## src/rtl/uart_tx_arbiter_pkg.sv

```systemverilog
// Shared types and constants for the UART transmit arbiter.
// Provides the arbiter FSM state type and the default requester count.
package uart_pkg;

   localparam int UART_ARB_N_REQ_DEFAULT = 4;

   typedef enum logic [1:0] {
      ARB_IDLE      = 2'd0,
      ARB_LAUNCH    = 2'd1,
      ARB_WAIT_BUSY = 2'd2,
      ARB_WAIT_DONE = 2'd3
   } ARB_STATES;

endpackage

```

## src/rtl/uart_tx_arbiter_if.sv

```systemverilog
// Requester / UART-transmitter bus of the arbiter.
// The slave modport is the arbiter side; the master modport is the environment side.
interface uart_tx_arbiter_if #(
   parameter int N_REQ = 4
);
   localparam int IDX_W = $clog2(N_REQ);

   logic [N_REQ-1:0]      req;
   logic [N_REQ-1:0][7:0] req_data;
   logic [N_REQ-1:0]      gnt;
   logic [7:0]            tx_data;
   logic                  tx_start;
   logic                  tx_en_l;
   logic [IDX_W-1:0]      owner;
   logic                  busy;

   modport master (
      output req, req_data, tx_en_l,
      input  gnt, tx_data, tx_start, owner, busy
   );

   modport slave (
      input  req, req_data, tx_en_l,
      output gnt, tx_data, tx_start, owner, busy
   );

endinterface

```

## src/rtl/uart_tx_arbiter_picker.sv

```systemverilog
// Combinational winner select: first asserted request found when searching
// upward from ptr (wrapping), returned both as one-hot and as an index.
module uart_arb_picker #(
   parameter  int N_REQ = 4,
   localparam int IDX_W = $clog2(N_REQ)
) (
   input  logic [N_REQ-1:0] req,
   input  logic [IDX_W-1:0] ptr,
   output logic [N_REQ-1:0] onehot,
   output logic [IDX_W-1:0] idx,
   output logic             valid
);

   int               pos_s;
   logic [IDX_W-1:0] sel_s;

   // Rotating search; ptr tied to zero gives plain lowest-index priority
   always_comb begin
      valid  = 1'b0;
      idx    = {IDX_W{1'b0}};
      onehot = {N_REQ{1'b0}};
      pos_s  = 0;
      sel_s  = {IDX_W{1'b0}};
      for (int i = 0; i < N_REQ; i++) begin
         pos_s = int'(ptr) + i;
         if (pos_s >= N_REQ) begin
            pos_s = pos_s - N_REQ;
         end else begin
            pos_s = pos_s;
         end
         sel_s = IDX_W'(pos_s);
         if (!valid && req[sel_s]) begin
            valid = 1'b1;
            idx   = sel_s;
         end else begin
            valid = valid;
         end
      end
      onehot[idx] = valid;
   end

endmodule

```

## src/rtl/uart_tx_arbiter.sv

```systemverilog
// Arbitrates N_REQ byte requesters onto one external UART transmitter.
// Define UART_ARB_RR_EN for round-robin; otherwise lowest index wins.
module uart_tx_arbiter
   import uart_pkg::*;
#(
   parameter int N_REQ = UART_ARB_N_REQ_DEFAULT
) (
   input logic            clk,
   input logic            rst,
   uart_tx_arbiter_if.slave bus
);

   localparam int IDX_W = $clog2(N_REQ);

   ARB_STATES        state_q, state_d;
   logic [N_REQ-1:0] gnt_q, gnt_d;
   logic [7:0]       tx_data_q, tx_data_d;
   logic             tx_start_q, tx_start_d;
   logic [IDX_W-1:0] owner_q, owner_d;
   logic             busy_q, busy_d;

   logic [N_REQ-1:0] pick_onehot_s;
   logic [IDX_W-1:0] pick_idx_s;
   logic             pick_valid_s;
   logic [IDX_W-1:0] ptr_s;
   logic             grant_s;

   assign grant_s = (state_q == ARB_IDLE) && pick_valid_s && bus.tx_en_l;

`ifdef UART_ARB_RR_EN
   logic [IDX_W-1:0] ptr_q, ptr_d;

   // Search restarts just past the most recent winner
   always_comb begin
      ptr_d = ptr_q;
      if (grant_s) begin
         if (pick_idx_s == IDX_W'(N_REQ - 1)) begin
            ptr_d = {IDX_W{1'b0}};
         end else begin
            ptr_d = pick_idx_s + 1'b1;
         end
      end else begin
         ptr_d = ptr_q;
      end
   end

   // Round-robin pointer register
   always_ff @(posedge clk or negedge rst) begin
      if (!rst) begin
         ptr_q <= {IDX_W{1'b0}};
      end else begin
         ptr_q <= ptr_d;
      end
   end

   assign ptr_s = ptr_q;
`else
   assign ptr_s = {IDX_W{1'b0}};
`endif

   uart_arb_picker #(
      .N_REQ (N_REQ)
   ) u_picker (
      .req    (bus.req),
      .ptr    (ptr_s),
      .onehot (pick_onehot_s),
      .idx    (pick_idx_s),
      .valid  (pick_valid_s)
   );

   // Next state and next registered outputs; outputs lag the state by one flop
   always_comb begin
      state_d    = state_q;
      gnt_d      = {N_REQ{1'b0}};
      tx_start_d = 1'b0;
      tx_data_d  = tx_data_q;
      owner_d    = owner_q;
      case (state_q)
         ARB_IDLE: begin
            if (grant_s) begin
               gnt_d     = pick_onehot_s;
               tx_data_d = bus.req_data[pick_idx_s];
               owner_d   = pick_idx_s;
               state_d   = ARB_LAUNCH;
            end else begin
               state_d   = ARB_IDLE;
            end
         end
         ARB_LAUNCH: begin
            tx_start_d = 1'b1;
            state_d    = ARB_WAIT_BUSY;
         end
         ARB_WAIT_BUSY: begin
            if (!bus.tx_en_l) begin
               state_d = ARB_WAIT_DONE;
            end else begin
               state_d = ARB_WAIT_BUSY;
            end
         end
         ARB_WAIT_DONE: begin
            if (bus.tx_en_l) begin
               state_d = ARB_IDLE;
            end else begin
               state_d = ARB_WAIT_DONE;
            end
         end
         default: begin
            state_d = ARB_IDLE;
         end
      endcase
      busy_d = (state_d != ARB_IDLE);
   end

   // State and output registers
   always_ff @(posedge clk or negedge rst) begin
      if (!rst) begin
         state_q    <= ARB_IDLE;
         gnt_q      <= {N_REQ{1'b0}};
         tx_start_q <= 1'b0;
         tx_data_q  <= 8'h00;
         owner_q    <= {IDX_W{1'b0}};
         busy_q     <= 1'b0;
      end else begin
         state_q    <= state_d;
         gnt_q      <= gnt_d;
         tx_start_q <= tx_start_d;
         tx_data_q  <= tx_data_d;
         owner_q    <= owner_d;
         busy_q     <= busy_d;
      end
   end

   assign bus.gnt      = gnt_q;
   assign bus.tx_start = tx_start_q;
   assign bus.tx_data  = tx_data_q;
   assign bus.owner    = owner_q;
   assign bus.busy     = busy_q;

endmodule

```

## src/flat_wrapper.sv

```systemverilog
// flat-port wrapper written by rule: the top's interface ports become plain ports
module uart_tx_arbiter_flat import uart_pkg::*;
#(
   parameter int N_REQ = UART_ARB_N_REQ_DEFAULT
)
  (clk, rst, bus_req, bus_req_data, bus_tx_en_l, bus_gnt, bus_tx_data, bus_tx_start, bus_owner, bus_busy);
  uart_tx_arbiter_if #(.N_REQ(N_REQ)) bus_i ();
  input logic clk;
  input logic rst;
  input wire logic [$bits(bus_i.req)-1:0] bus_req;
  input wire logic [$bits(bus_i.req_data)-1:0] bus_req_data;
  input wire logic [$bits(bus_i.tx_en_l)-1:0] bus_tx_en_l;
  output wire logic [$bits(bus_i.gnt)-1:0] bus_gnt;
  output wire logic [$bits(bus_i.tx_data)-1:0] bus_tx_data;
  output wire logic [$bits(bus_i.tx_start)-1:0] bus_tx_start;
  output wire logic [$bits(bus_i.owner)-1:0] bus_owner;
  output wire logic [$bits(bus_i.busy)-1:0] bus_busy;
  assign bus_i.req = bus_req;
  assign bus_i.req_data = bus_req_data;
  assign bus_i.tx_en_l = bus_tx_en_l;
  assign bus_gnt = bus_i.gnt;
  assign bus_tx_data = bus_i.tx_data;
  assign bus_tx_start = bus_i.tx_start;
  assign bus_owner = bus_i.owner;
  assign bus_busy = bus_i.busy;
  uart_tx_arbiter #(.N_REQ(N_REQ)) u_core (.clk(clk), .rst(rst), .bus(bus_i));
endmodule
```

## config.mk

```make
export PLATFORM = sky130hd
export DESIGN_NAME = uart_tx_arbiter_flat
export DESIGN_NICKNAME = d
export VERILOG_FILES = /design/src/rtl/uart_tx_arbiter_pkg.sv /design/src/rtl/uart_tx_arbiter_if.sv /design/src/rtl/uart_tx_arbiter_picker.sv /design/src/rtl/uart_tx_arbiter.sv /design/src/flat_wrapper.sv
export SDC_FILE = /design/constraint.sdc
export NUM_CORES = 1
export LEC_CHECK = 0
export CAP_MARGIN = 20
export CORE_ASPECT_RATIO = 1.4
export CORE_MARGIN = 5
export CORE_UTILIZATION = 35
export CTS_CLUSTER_DIAMETER = 80
export DETAILED_ROUTE_END_ITERATION = 8
export PLACE_DENSITY = 0.72
export SKIP_LAST_GASP = 1
export SLEW_MARGIN = 10
export SYNTH_ARGS = -nofsm -noshare
export SYNTH_HDL_FRONTEND = slang
export SYNTH_HIERARCHICAL = 1
export SYNTH_SLANG_ARGS = --single-unit
```

## constraint.sdc

```tcl
create_clock -name clk -period 3.8 [get_ports clk]
set_input_delay 0.57 -clock clk [delete_from_list [all_inputs] [get_ports clk]]
set_output_delay 0.57 -clock clk [all_outputs]
set_load 0.05 [all_outputs]
```

-- Word level (Yosys, flattened, before mapping)
Cells that the tools add are included.
- flip-flop bits (word level): 18
- input bits: 39
- logic and storage cells: 42
- order comparisons: 2
- eq/ne operators: 3
- muxes and demuxes: 18
- bitwise logic cells: 1
- reduce and logical (&&, ||, !) cells: 12
- operator list (kind ; number):
    $bmux W8 S2 ; 1
    $mux W1 ; 9
    $mux W4 ; 2
    $mux W8 ; 1
    $pmux W2 S4 ; 1
    $logic_and A1 B1 Y1 ; 6
    $mux W2 ; 3
    $and A4 B4 Y4 ; 1
    $eq A2 B2 Y1 const B ; 2
    $logic_not A1 Y1 ; 3
    $lt A2 B3 Y1 const B ; 1
    $demux W1 S2 ; 1
    $eq A2 B1 Y1 const B ; 1
    $ge A2 B1 Y1 const B ; 1
    $logic_not A2 Y1 ; 1
    $reduce_and A2 Y1 ; 1
    $reduce_bool A2 Y1 ; 1

-- Longest topological paths before layout
Gate-level depths: netlist of the first run.
- depth after elaboration: 17
- depth in mapped cells: 7
- mapped depth without buffers: 5

-- Hierarchy
Netlist of the first run, hierarchy kept.
- by module, submodules not included (module ; instances ; cells each ; area each (um2)):
    uart_tx_arbiter ; 1 ; 53 ; 898.4
    uart_arb_picker ; 1 ; 32 ; 182.7

-- Worst setup path before layout of the first run
OpenSTA, ideal clock, no wires.
- path kind: in2reg
- from: input bus_req[1]
- to: register u_core.tx_data_q[0] (netlist: u_core/bus.tx_data[0])
- setup time: 125 ps
- arrival: 2010 ps
- data required time: 3675 ps
- setup slack: 1665 ps
- stages on the path: 7
- buffers on the path: 2
- cell sequence: buf_2 nand2b_1 a21oi_1 a211oi_2 buf_6 mux4_2 mux2_4
- elaborated cells between the ends (all ways): 16
- classes of those cells: mux: 8; reduce/logical: 8
- RTL lines (item ; line ; RTL):
    start: declaration ; flat_wrapper.sv:10 ; input wire logic [$bits(bus_i.req)-1:0] bus_req;
    $logic_and A1 B1 Y1 * ; uart_tx_arbiter_picker.sv:32 ; if (!valid && req[sel_s]) begin
    $mux W1 ; uart_tx_arbiter_picker.sv:32 ;
    $logic_not A1 Y1 ; uart_tx_arbiter_picker.sv:32 ;
    $logic_and A1 B1 Y1 ; uart_tx_arbiter_picker.sv:32 ;
    $mux W1 ; uart_tx_arbiter_picker.sv:32 ;
    $logic_not A1 Y1 ; uart_tx_arbiter_picker.sv:32 ;
    $logic_and A1 B1 Y1 ; uart_tx_arbiter_picker.sv:32 ;
    $mux W2 * ; uart_tx_arbiter_picker.sv:32 ;
    via u_core.pick_idx_s[0] ; uart_tx_arbiter.sv:23 ; logic [IDX_W-1:0] pick_idx_s;
    $bmux W8 S2 * ; uart_tx_arbiter.sv:82 ; tx_data_d = bus.req_data[pick_idx_s];
    $mux W8 (not written as such) * ; uart_tx_arbiter.sv:82 ;
    end signal: assignment ; uart_tx_arbiter.sv:127 ; tx_data_q <= tx_data_d;
    end: declaration ; uart_tx_arbiter.sv:17 ; logic [7:0] tx_data_q, tx_data_d;
The timed path passes the listed nets; every way through them passes the cells marked *. The select of a mux whose other input is x is not followed.
A chain may end at the register's enable or synchronous reset.

-- Worst setup path in the final report of the first run
- from: input bus_req[1]
- to: register u_core.tx_data_q[4] (netlist: u_core/bus.tx_data[4])
The elaborated chain is that of the path after synthesis.

==> results of run 1 <==
## area by class of cell
cell class	count	area share, %
multi-input cells	63	34.4
inverters	5	1.10
clock buffers	3	2.41
flip-flops and latches	18	26.3
repair buffers	57	32.9
well taps	39	2.85
## placed cells by master (no fill, tap or decap), drive strengths merged
| cell | count |
|---|---|
| o21ai | 3 |
| buf | 3 |
| a221oi | 1 |
| and2 | 5 |
| a311oi | 1 |
| a211oi | 2 |
| or2 | 1 |
| nor2 | 5 |
| a21oi | 5 |
| mux2 | 10 |
| and4bb | 1 |
| mux4 | 8 |
| o211a | 1 |
| clkbuf | 3 |
| a21o | 2 |
| nand2b | 3 |
| clkdlybuf4s50 | 54 |
| nor3 | 2 |
| nor2b | 2 |
| conb | 8 |
| dfrtp | 18 |
| nand2 | 2 |
| nand3 | 1 |
| inv | 5 |
## synth_stat cells
cell type   n  area [um2]
mux4_2      8         180
a221oi_1    1        8.76
nand2_1     2        7.51
mux2_2      1        11.3
and4bb_1    1        12.5
o211a_1     1        10.0
nor2b_1     2        12.5
a311oi_1    1        8.76
buf_6       3        33.8
o21ai_0     2        10.0
nand3_1     1        5.00
buf_4       1        7.51
nand2b_1    2        12.5
a21oi_2     1        8.76
nand2b_2    1        8.76
a21oi_1     4        20.0
inv_1       5        18.8
dfrtp_1    18         450
clkbuf_1    1        3.75
nor2_1      5        18.8
a21o_1      2        15.0
buf_2       1        5.00
a211oi_1    1        7.51
mux2_4      9         135
a211oi_2    1        12.5
conb_1      1        3.75
or2_2       1        6.26
o21ai_1     1        5.00
and2_1      5        31.3
nor3_1      2        10.0
## sequential cells by signal (all words and copies together) (netlist names)
register             count
u_core/state_q           2
u_core/bus.tx_data       8
u_core/bus.gnt           4
u_core/bus.tx_start      1
u_core/bus.busy          1
u_core/bus.owner         2
## critical path: stages
cell and delay [ns]:
clkdlybuf4s50_1 0.60, nand2b_1 0.14, a21oi_1 0.08, a211oi_2 0.19, buf_4 0.24, mux4_2 0.52
mux2_4 0.27
## path summary, 6_finish.rpt
| check | startpoint | endpoint |
|---|---|---|
| setup reg to reg | u_core/state_q[1]$_DFF_PN0_ | u_core/bus.owner[0]$_DFFE_PN0P_ |
| hold reg to reg | u_core/state_q[1]$_DFF_PN0_ | u_core/bus.tx_start$_DFF_PN0_ |
| hold / removal | u_core/state_q[1]$_DFF_PN0_ | u_core/bus.tx_start$_DFF_PN0_ |
| max in group asynchronous | rst | u_core/bus.gnt[2]$_DFF_PN0_ |
| min in group asynchronous | rst | u_core/bus.tx_data[0]$_DFFE_PN0P_ |
| setup / recovery | bus_req[1] | u_core/bus.tx_data[4]$_DFFE_PN0P_ |
## power groups by stage
stage | combinational, mW | clock [mW] | sequential [mW]
finish | 0.591 | 0.126 | 0.307
CTS | 0.594 | 0.133 | 0.308
floorplan | 0.176 | 0 | 0.529
global route | 0.611 | 0.139 | 0.316
global placement | 0.585 | 0 | 0.307
detailed placement | 0.592 | 0 | 0.312
## per-stage QoR
stage / instances / utilization [%] / hold slack, ns / worst slack, ns / cell area (um2)
6_report: 185 / 56.4 / 0.495 / 1.32 / 1710
5_1_grt: 185 / 56.4 / 0.520 / 1.23 / 1710
4_1_cts: 185 / 56.4 / 0.503 / 1.31 / 1710
3_5_place_dp: 182 / 55.0 / 0.490 / 1.05 / 1670
3_3_place_gp: 182 / 55.0 / 0.477 / 1.09 / 1670
2_1_floorplan: 92 / - / 0.274 / 1.66 / 1110
## logic make-up (layout without fill, tap and decap cells)
logic type,count (synthesis),in the layout,share of synthesized area (%)
AO/OA/AOI/OAI,15,15,9.84
multiplexers,18,18,30.2
AND/OR/NAND/NOR,22,22,11.6
flip-flops,18,18,41.7
other,1,8,0.347
buffers and inverters,11,65,6.37
## per-layer routing
layer / track usage [%] / vias to the layer above / routed length [um]
met5: 0 / - / 0
met2: 23.1 / 50 / 1290
met3: 3.90 / 2 / 263
met1: 17.4 / 435 / 1300
li1: - / 422 / -
met4: 4.64 / 0 / 8
==> out/metrics.csv, run 1 <==
stage;metric;value;unit
run_status;outcome;complete, no violations;
worst_setup_path;Worst Setup End Kind;flip-flop;
floorplanning;die area;4320;um2
power_and_ir_drop;Total Power;1.02;mW
timing;Clock Skew;0.00144;ns
power_and_ir_drop;Comb power frac;57.7;%
power_and_ir_drop;Max VDD drop;0.366;mV
clock_tree;later-pin clock latency in the skew report;0.25;ns
timing;count of pins over their slew limit;0;
synthesis;Synth Warn #;6;
finish;layout cell share with drive strength beyond 1;19.2;%
route;Detailed Route WL;2.87;mm
finish;diodes inserted;0;
timing;Final period util;65.2;%
worst_setup_path;CP Class;primary input to flip-flop;
clock_tree;Num CTS Buffers;3;
finish;layout overhead on the synthesized area;58.2;%
placed_design;DP HPWL;2.35;mm
flow_run;max-cap violations;0;
synthesis;Post-Syn Instances;85;
timing;Hold Violations, Final;0;
clock_tree;root buffer cell;clkbuf_8;
worst_setup_path;worst reg2reg path depth;3;
floorplanning;die height;75.8;um
worst_setup_path;slack of the worst reg-to-reg path;2.21;ns
route;antenna viol nets, final;0;
timing;fmax;404;MHz
min_path;Worst Hold Depth;1;
power_and_ir_drop;Pleak;0.718;nW
clock_tree;CTS resizes;0;
synthesis;syn avg cell area;12.7;um2
timing;fin crit period;2.48;ns
clock_tree;clk slew on worst S/H paths;0.06;ns
worst_setup_path;CP arrival;2.61;ns
route;DR pass1 iterations;4;
global_routing;GRT Overall Usage;13.9;%
route;vias per cell;4.91;
floorplanning;Top Ports;55;
global_routing;first-pass GRT wire length;4.61;mm
synthesis;Post-Syn Area;1080;um2
route;via count;909;
clock_tree;H-tree depth;1;
placed_design;routability cong.;0.884;
route;Initial DRC Count;18;
timing;RSZ-0062 raised after global routing;no;
floorplanning;Die Width;57.0;um
route;# DRC;0;
clock_tree;hold buffers post-CTS;0;
global_routing;number of global-route vias before repair;989;
worst_setup_path;critical path startpoint category;primary input;
timing;setup TNS;0;ns
power_and_ir_drop;internal power;599;uW
floorplanning;Core Area;3030;um2
global_routing;largest net degree at the start of global routing;19;
floorplanning;Cell Rows;24;
finish;multi-input logic area;588;um2
global_routing;Remaining Overflow, GRT;0;
timing;final setup violation count;0;
power_and_ir_drop;power per cell area;599;nW/um2
worst_setup_path;required time of the critical path;3.93;ns
synthesis;post-synthesis register bit count;18;
worst_setup_path;worst-path maximum fanout;9;
power_and_ir_drop;Sw Share;41.5;%
synthesis;Seq/Total Area, Yosys;41.7;%
timing;Slew @ Worst Pin;0.816;ns
clock_tree;number of setup buffers added after CTS;0;
finish;Reg area;450;um2
power_and_ir_drop;Psw;425;uW
clock_tree;Clock Path Buffers;2;
finish;nets;187;
placed_design;IO buf count;54;
finish;Fill cells;264;
floorplanning;Initial Util;35.6;%
power_and_ir_drop;clock share of power;12.3;%
min_path;hold crit path type;flip-flop to flip-flop;
timing;worst rel slew slack;45.4;%
clock_tree;CTS tree;done;
clock_tree;clk sinks;18;
power_and_ir_drop;sequential share of power;30.0;%
global_routing;antenna violations before repair;0;
route;routed len/inst;15.5;um
synthesis;synth unique cells;30;
Power figures use the tool's default switching activity.
==> run 2: changes to the inputs <==
PLACE_DENSITY = 0.75   (was 0.72)
clock period = 2 ns   (was 3.8 ns; I/O delays follow)
==> out/metrics.csv, run 2 (same netlist as run 1, synthesis figures left out) <==
stage;metric;value;unit
floorplanning;Top Ports;55;
floorplanning;Initial Util;35.6;%
power_and_ir_drop;Sw Share;41.4;%
route;vias per cell;4.83;
finish;nets;198;
worst_setup_path;Reg2Reg Launch Point;u_core/state_q[1]$_DFF_PN0_;
min_path;hold crit path type;primary input to async pin;
timing;RSZ-0062 raised after global routing;no;
power_and_ir_drop;Psw;820;uW
floorplanning;Core Area;3030;um2
timing;count of pins over their slew limit;0;
floorplanning;Die Width;57.0;um
worst_setup_path;required time of the critical path;2.13;ns
floorplanning;Cell Rows;24;
finish;max reg flops;8;
placed_design;IO buf count;54;
route;antenna viol nets, final;0;
worst_setup_path;r2r endpoint;u_core/bus.owner[1]$_DFFE_PN0P_;
worst_setup_path;CP Class;primary input to flip-flop;
finish;Final Core Density;59.5;%
timing;fmax;543;MHz
finish;commonest non-fill, non-tap cells in the layout;clkdlybuf4s50_1, dfrtp_1, buf_4, mux2_4;
timing;Final period util;92.0;%
timing;Slew @ Worst Pin;0.558;ns
clock_tree;later-pin clock latency in the skew report;0.24;ns
route;Detailed Route WL;3.06;mm
run_status;outcome;complete, no violations;
power_and_ir_drop;power per cell area;1100;nW/um2
finish;layout cell share with drive strength beyond 1;25.5;%
worst_setup_path;slack of the worst reg-to-reg path;0.57;ns
global_routing;number of global-route vias before repair;1016;
timing;final setup violation count;0;
finish;Reg area;450;um2
timing;worst rel slew slack;62.8;%
route;Initial DRC Count;20;
route;routed len/inst;15.6;um
global_routing;first-pass GRT wire length;4.91;mm
power_and_ir_drop;Max VDD drop;0.560;mV
global_routing;largest net degree at the start of global routing;19;
global_routing;antenna violations before repair;0;
worst_setup_path;critical path startpoint category;primary input;
clock_tree;CTS tree;done;
worst_setup_path;worst-path maximum fanout;4;
timing;Hold Violations, Final;0;
clock_tree;root buffer cell;clkbuf_8;
worst_setup_path;worst reg2reg path depth;3;
clock_tree;H-tree depth;1;
floorplanning;die height;75.8;um
finish;Fill cells;247;
worst_setup_path;Critical Path Source;bus_req[0];
global_routing;GRT Overall Usage;14.6;%
route;via count;946;
clock_tree;clk slew on worst S/H paths;0.06;ns
finish;layout overhead on the synthesized area;66.9;%
finish;diodes inserted;0;
power_and_ir_drop;internal power;1.16;mW
worst_setup_path;Worst Setup End Kind;flip-flop;
power_and_ir_drop;Pleak;0.786;nW
route;DR pass1 iterations;4;
floorplanning;die area;4320;um2
timing;Clock Skew;0.00553;ns
placed_design;DP HPWL;2.50;mm
worst_setup_path;end point of the critical path;u_core/bus.tx_data[1]$_DFFE_PN0P_;
clock_tree;Clock Path Buffers;2;
power_and_ir_drop;clock share of power;11.9;%
timing;fin crit period;1.84;ns
timing;setup TNS;0;ns
clock_tree;Num CTS Buffers;3;
global_routing;Remaining Overflow, GRT;0;
clock_tree;clk sinks;18;
placed_design;routability cong.;0.849;
worst_setup_path;CP arrival;1.97;ns
finish;commonest non-fill, non-tap cell in the layout;clkdlybuf4s50_1;
finish;multi-input logic area;597;um2
timing;hold_ws;0.383;ns
power_and_ir_drop;Comb power frac;58.7;%
power_and_ir_drop;sequential share of power;29.4;%
clock_tree;hold buffers post-CTS;0;
flow_run;max-cap violations;0;
route;# DRC;0;
run 2: power groups by stage:
stage | logic [mW] | registers, mW | clock network [mW]
2_1_floorplan | 0.333 | 1.01 | 0
3_3_place_gp | 1.14 | 0.578 | 0
3_5_place_dp | 1.16 | 0.589 | 0
4_1_cts | 1.17 | 0.584 | 0.244
5_1_grt | 1.21 | 0.601 | 0.264
6_report | 1.16 | 0.582 | 0.237
run 2: final cells by class:
| cell class | count | share of cell area (%) |
|---|---|---|
| clock buffers | 3 | 2.29 |
| inverters | 5 | 1.04 |
| multi-input cells | 63 | 33.1 |
| flip-flops and latches | 18 | 25.0 |
| well taps | 39 | 2.70 |
| repair buffers | 68 | 35.9 |
run 2: worst min-delay path by stage:
stage,from,end,slack [ns],depth (start not counted)
after floorplan,rst,u_core/bus.busy$_DFF_PN0_,0.004,0
after detailed placement,u_core/bus.tx_data[4]$_DFFE_PN0P_,u_core/bus.tx_data[4]$_DFFE_PN0P_,0.49,1
after CTS,rst,u_core/bus.tx_data[2]$_DFFE_PN0P_,0.39,2
after global placement,u_core/state_q[1]$_DFF_PN0_,u_core/bus.tx_start$_DFF_PN0_,0.48,1
final,rst,u_core/bus.tx_data[0]$_DFFE_PN0P_,0.38,2
after global routing,rst,u_core/bus.tx_data[2]$_DFFE_PN0P_,0.41,2
run 2: metal layers:
layer  vias to the layer above  global-route usage [%]  share of wire, %
met5                         -                       0                 0
met1                       456                    16.5                40
li1                        443                       -                 -
met2                        45                    26.6                50
met3                         2                    5.08               9.0
met4                         0                    3.09              0.46
run 2: critical path, stage by stage:
cell and delay [ns]:
dlygate4sd2_1 0.27, nand2b_4 0.09, a21oi_1 0.08, a211oi_2 0.25
buf_4 0.21, mux4_2 0.50, mux2_4 0.26
run 2: metrics by stage:
| stage | setup WS (ns) | total power, mW | area (um2) | std cells |
|---|---|---|---|---|
| 6_report | 0.159 | 1.98 | 1800 | 196 |
| 5_1_grt | 0.0750 | 2.08 | 1800 | 196 |
| 4_1_cts | 0.169 | 2.00 | 1800 | 196 |
| 3_5_place_dp | -0.509 | 1.75 | 1740 | 192 |
| 3_3_place_gp | -0.430 | 1.72 | 1740 | 192 |
| 2_1_floorplan | 0.135 | 1.34 | 1110 | 92 |
run 2: repair_timing:
action                     4_1_cts  5_1_grt
setup buffers                    0        0
gates resized for setup          9        0
setup endpoints to repair        8        0
==> run 3: changes to the inputs <==
ABC_AREA = 0   (was not set)
PLACE_DENSITY = 0.74   (was 0.75)
SYNTH_HIERARCHICAL = not set   (was 1)
==> out/metrics.csv, run 3 <==
stage;metric;value;unit
run_status;outcome;complete, no violations;
route;Detailed Route WL;3.00;mm
worst_setup_path;worst-path maximum fanout;3;
finish;diodes inserted;0;
synthesis;number of flops mapped to enable cells by yosys;0;
global_routing;largest net degree at the start of global routing;29;
synthesis;Area contributors post-synth;dfrtp_1, a21oi_1, and3b_1;
route;# DRC;0;
floorplanning;Initial Util;35.8;%
worst_setup_path;Worst Setup End Kind;output pin;
flow_run;max-cap violations;0;
synthesis;Seq/Total Area, Yosys;40.7;%
synthesis;Synth Warn #;0;
timing;fmax;579;MHz
synthesis;area share of the largest cell type after synthesis;40.7;%
timing;fin crit period;1.73;ns
worst_setup_path;critical-path cell list;clkdlybuf4s50_1;
synthesis;Post-synth top cells;dfrtp_1, a21oi_1, inv_1, and3b_1, o21ai_0;
floorplanning;die area;4400;um2
worst_setup_path;Critical Path Max Stage Delay;0.81;ns
synthesis;post-synthesis register bit count;18;
timing;count of pins over their slew limit;0;
route;DR pass1 iterations;4;
timing;worst rel slew slack;47.3;%
timing;Final period util;86.4;%
clock_tree;CTS resizes;0;
synthesis;Post-Syn Instances;123;
finish;nets;216;
synthesis;count leader, synth;dfrtp_1;
floorplanning;Core Area;3090;um2
global_routing;Remaining Overflow, GRT;0;
route;via count;1082;
clock_tree;hold buffers post-CTS;0;
clock_tree;root buffer cell;clkbuf_8;
min_path;hold crit path type;primary input to async pin;
timing;setup TNS;0;ns
timing;Clock Skew;0.00192;ns
clock_tree;clk sinks;18;
synthesis;fraction of registers with async set/reset;100;%
finish;Post-Layout Cell Count;215;
floorplanning;die height;76.5;um
placed_design;routability cong.;0.832;
finish;commonest non-fill, non-tap cell in the layout;clkdlybuf4s50_1;
timing;Hold Violations, Final;0;
timing;Slew @ Worst Pin;0.789;ns
power_and_ir_drop;Pleak;0.782;nW
worst_setup_path;Slowest cell on crit path;clkdlybuf4s50_1;
clock_tree;Num CTS Buffers;3;
floorplanning;Cell Rows;24;
power_and_ir_drop;Max VDD drop;0.547;mV
synthesis;post-synth net total;162;
worst_setup_path;CP Class;flip-flop to output pin;
synthesis;synth unique cells;22;
finish;Fill cells;278;
global_routing;GRT Overall Usage;14.2;%
worst_setup_path;critical path startpoint category;flip-flop;
clock_tree;number of setup buffers added after CTS;0;
synthesis;syn avg cell area;8.99;um2
finish;layout cell share with drive strength beyond 1;7.39;%
clock_tree;later-pin clock latency in the skew report;0.25;ns
floorplanning;Top Ports;55;
worst_setup_path;CP top delay family;buffers and inverters;
route;antenna viol nets, final;0;
placed_design;IO buf count;54;
route;routed len/inst;13.9;um
timing;final setup violation count;0;
worst_setup_path;CP arrival;1.43;ns
power_and_ir_drop;power per cell area;1070;nW/um2
finish;commonest non-fill, non-tap cells in the layout;clkdlybuf4s50_1, dfrtp_1, a21oi_1, inv_1;
worst_setup_path;Buf+Inv Stages, Crit Path;1;
route;Initial DRC Count;18;
synthesis;ys flop type;dfrtp_1;
placed_design;DP HPWL;2.37;mm
clock_tree;clk slew on worst S/H paths;0.06;ns
global_routing;number of global-route vias before repair;1080;
timing;RSZ-0062 raised after global routing;no;
floorplanning;Die Width;57.5;um
placed_design;Inst Count DP;211;
route;vias per cell;5.03;
clock_tree;Clock Path Buffers;2;
worst_setup_path;required time of the critical path;1.70;ns
finish;max reg flops;8;
finish;layout overhead on the synthesized area;56.9;%
global_routing;first-pass GRT wire length;5.02;mm
global_routing;antenna violations before repair;0;
synthesis;Yosys top cell by area;dfrtp_1;
clock_tree;CTS tree;done;
clock_tree;H-tree depth;1;
synthesis;Post-Syn Area;1110;um2
-- run 3: per-layer routing --
| layer | vias to the layer above | part of all wire, % | track usage, % |
|---|---|---|---|
| met1 | 502 | 39 | 15.9 |
| met5 | - | 0 | 0 |
| met4 | 0 | 1.9 | 6.26 |
| li1 | 545 | - | - |
| met3 | 5 | 5.7 | 3.05 |
| met2 | 30 | 53 | 24.9 |
-- run 3: stage by stage --
stage	total power [mW]	instance area (um2)	worst slack, ns	hold WS, ns	utilization (%)
floorplan	1.20	1110	0.506	0.00441	-
global placement	1.56	1680	0.175	0.492	54.3
detailed placement	1.58	1680	0.165	0.491	54.3
CTS	1.88	1740	0.256	0.505	56.1
global route	1.96	1740	0.217	0.531	56.1
finish	1.86	1740	0.272	0.501	56.1
-- run 3: worst paths after layout --
check / to / slack (ns) / cells past startpoint / from
min in group clk: u_core.bus.owner[1]$_DFFE_PN0P_ / 0.50 / 1 / u_core.bus.owner[1]$_DFFE_PN0P_
setup / recovery: bus_owner[0] / 0.27 / 1 / u_core.bus.owner[0]$_DFFE_PN0P_
max in group asynchronous: u_core.bus.tx_start$_DFF_PN0_ / 1.00 / 1 / rst
hold / removal: u_core.bus.gnt[0]$_DFF_PN0_ / 0.50 / 1 / rst
hold reg to reg: u_core.bus.owner[1]$_DFFE_PN0P_ / 0.50 / 1 / u_core.bus.owner[1]$_DFFE_PN0P_
setup reg to reg: u_core.bus.owner[0]$_DFFE_PN0P_ / 0.72 / 4 / u_core.state_q[1]$_DFF_PN0_
-- run 3: kinds of logic after synthesis --
family                 synth area share [%]
AOI/OAI and AO/OA                      25.2
buffers and inverters                  8.15
DFF                                    40.7
and+or+nand+nor                        25.9
-- run 3: layout make-up --
cell class | count | area, um2 | area share [%]
tap | 39 | 48.8 | 2.81
sequential | 18 | 450 | 26.0
clock buffer | 4 | 55.1 | 3.17
timing repair buffer | 59 | 578 | 33.3
inverter | 10 | 37.5 | 2.16
multi-input combinational | 85 | 566 | 32.6
-- run 3: power breakdown --
group	internal [mW]	switching, mW	total, mW
logic	0.383	0.605	0.988
clock network	0.175	0.117	0.292
registers	0.495	0.0844	0.579
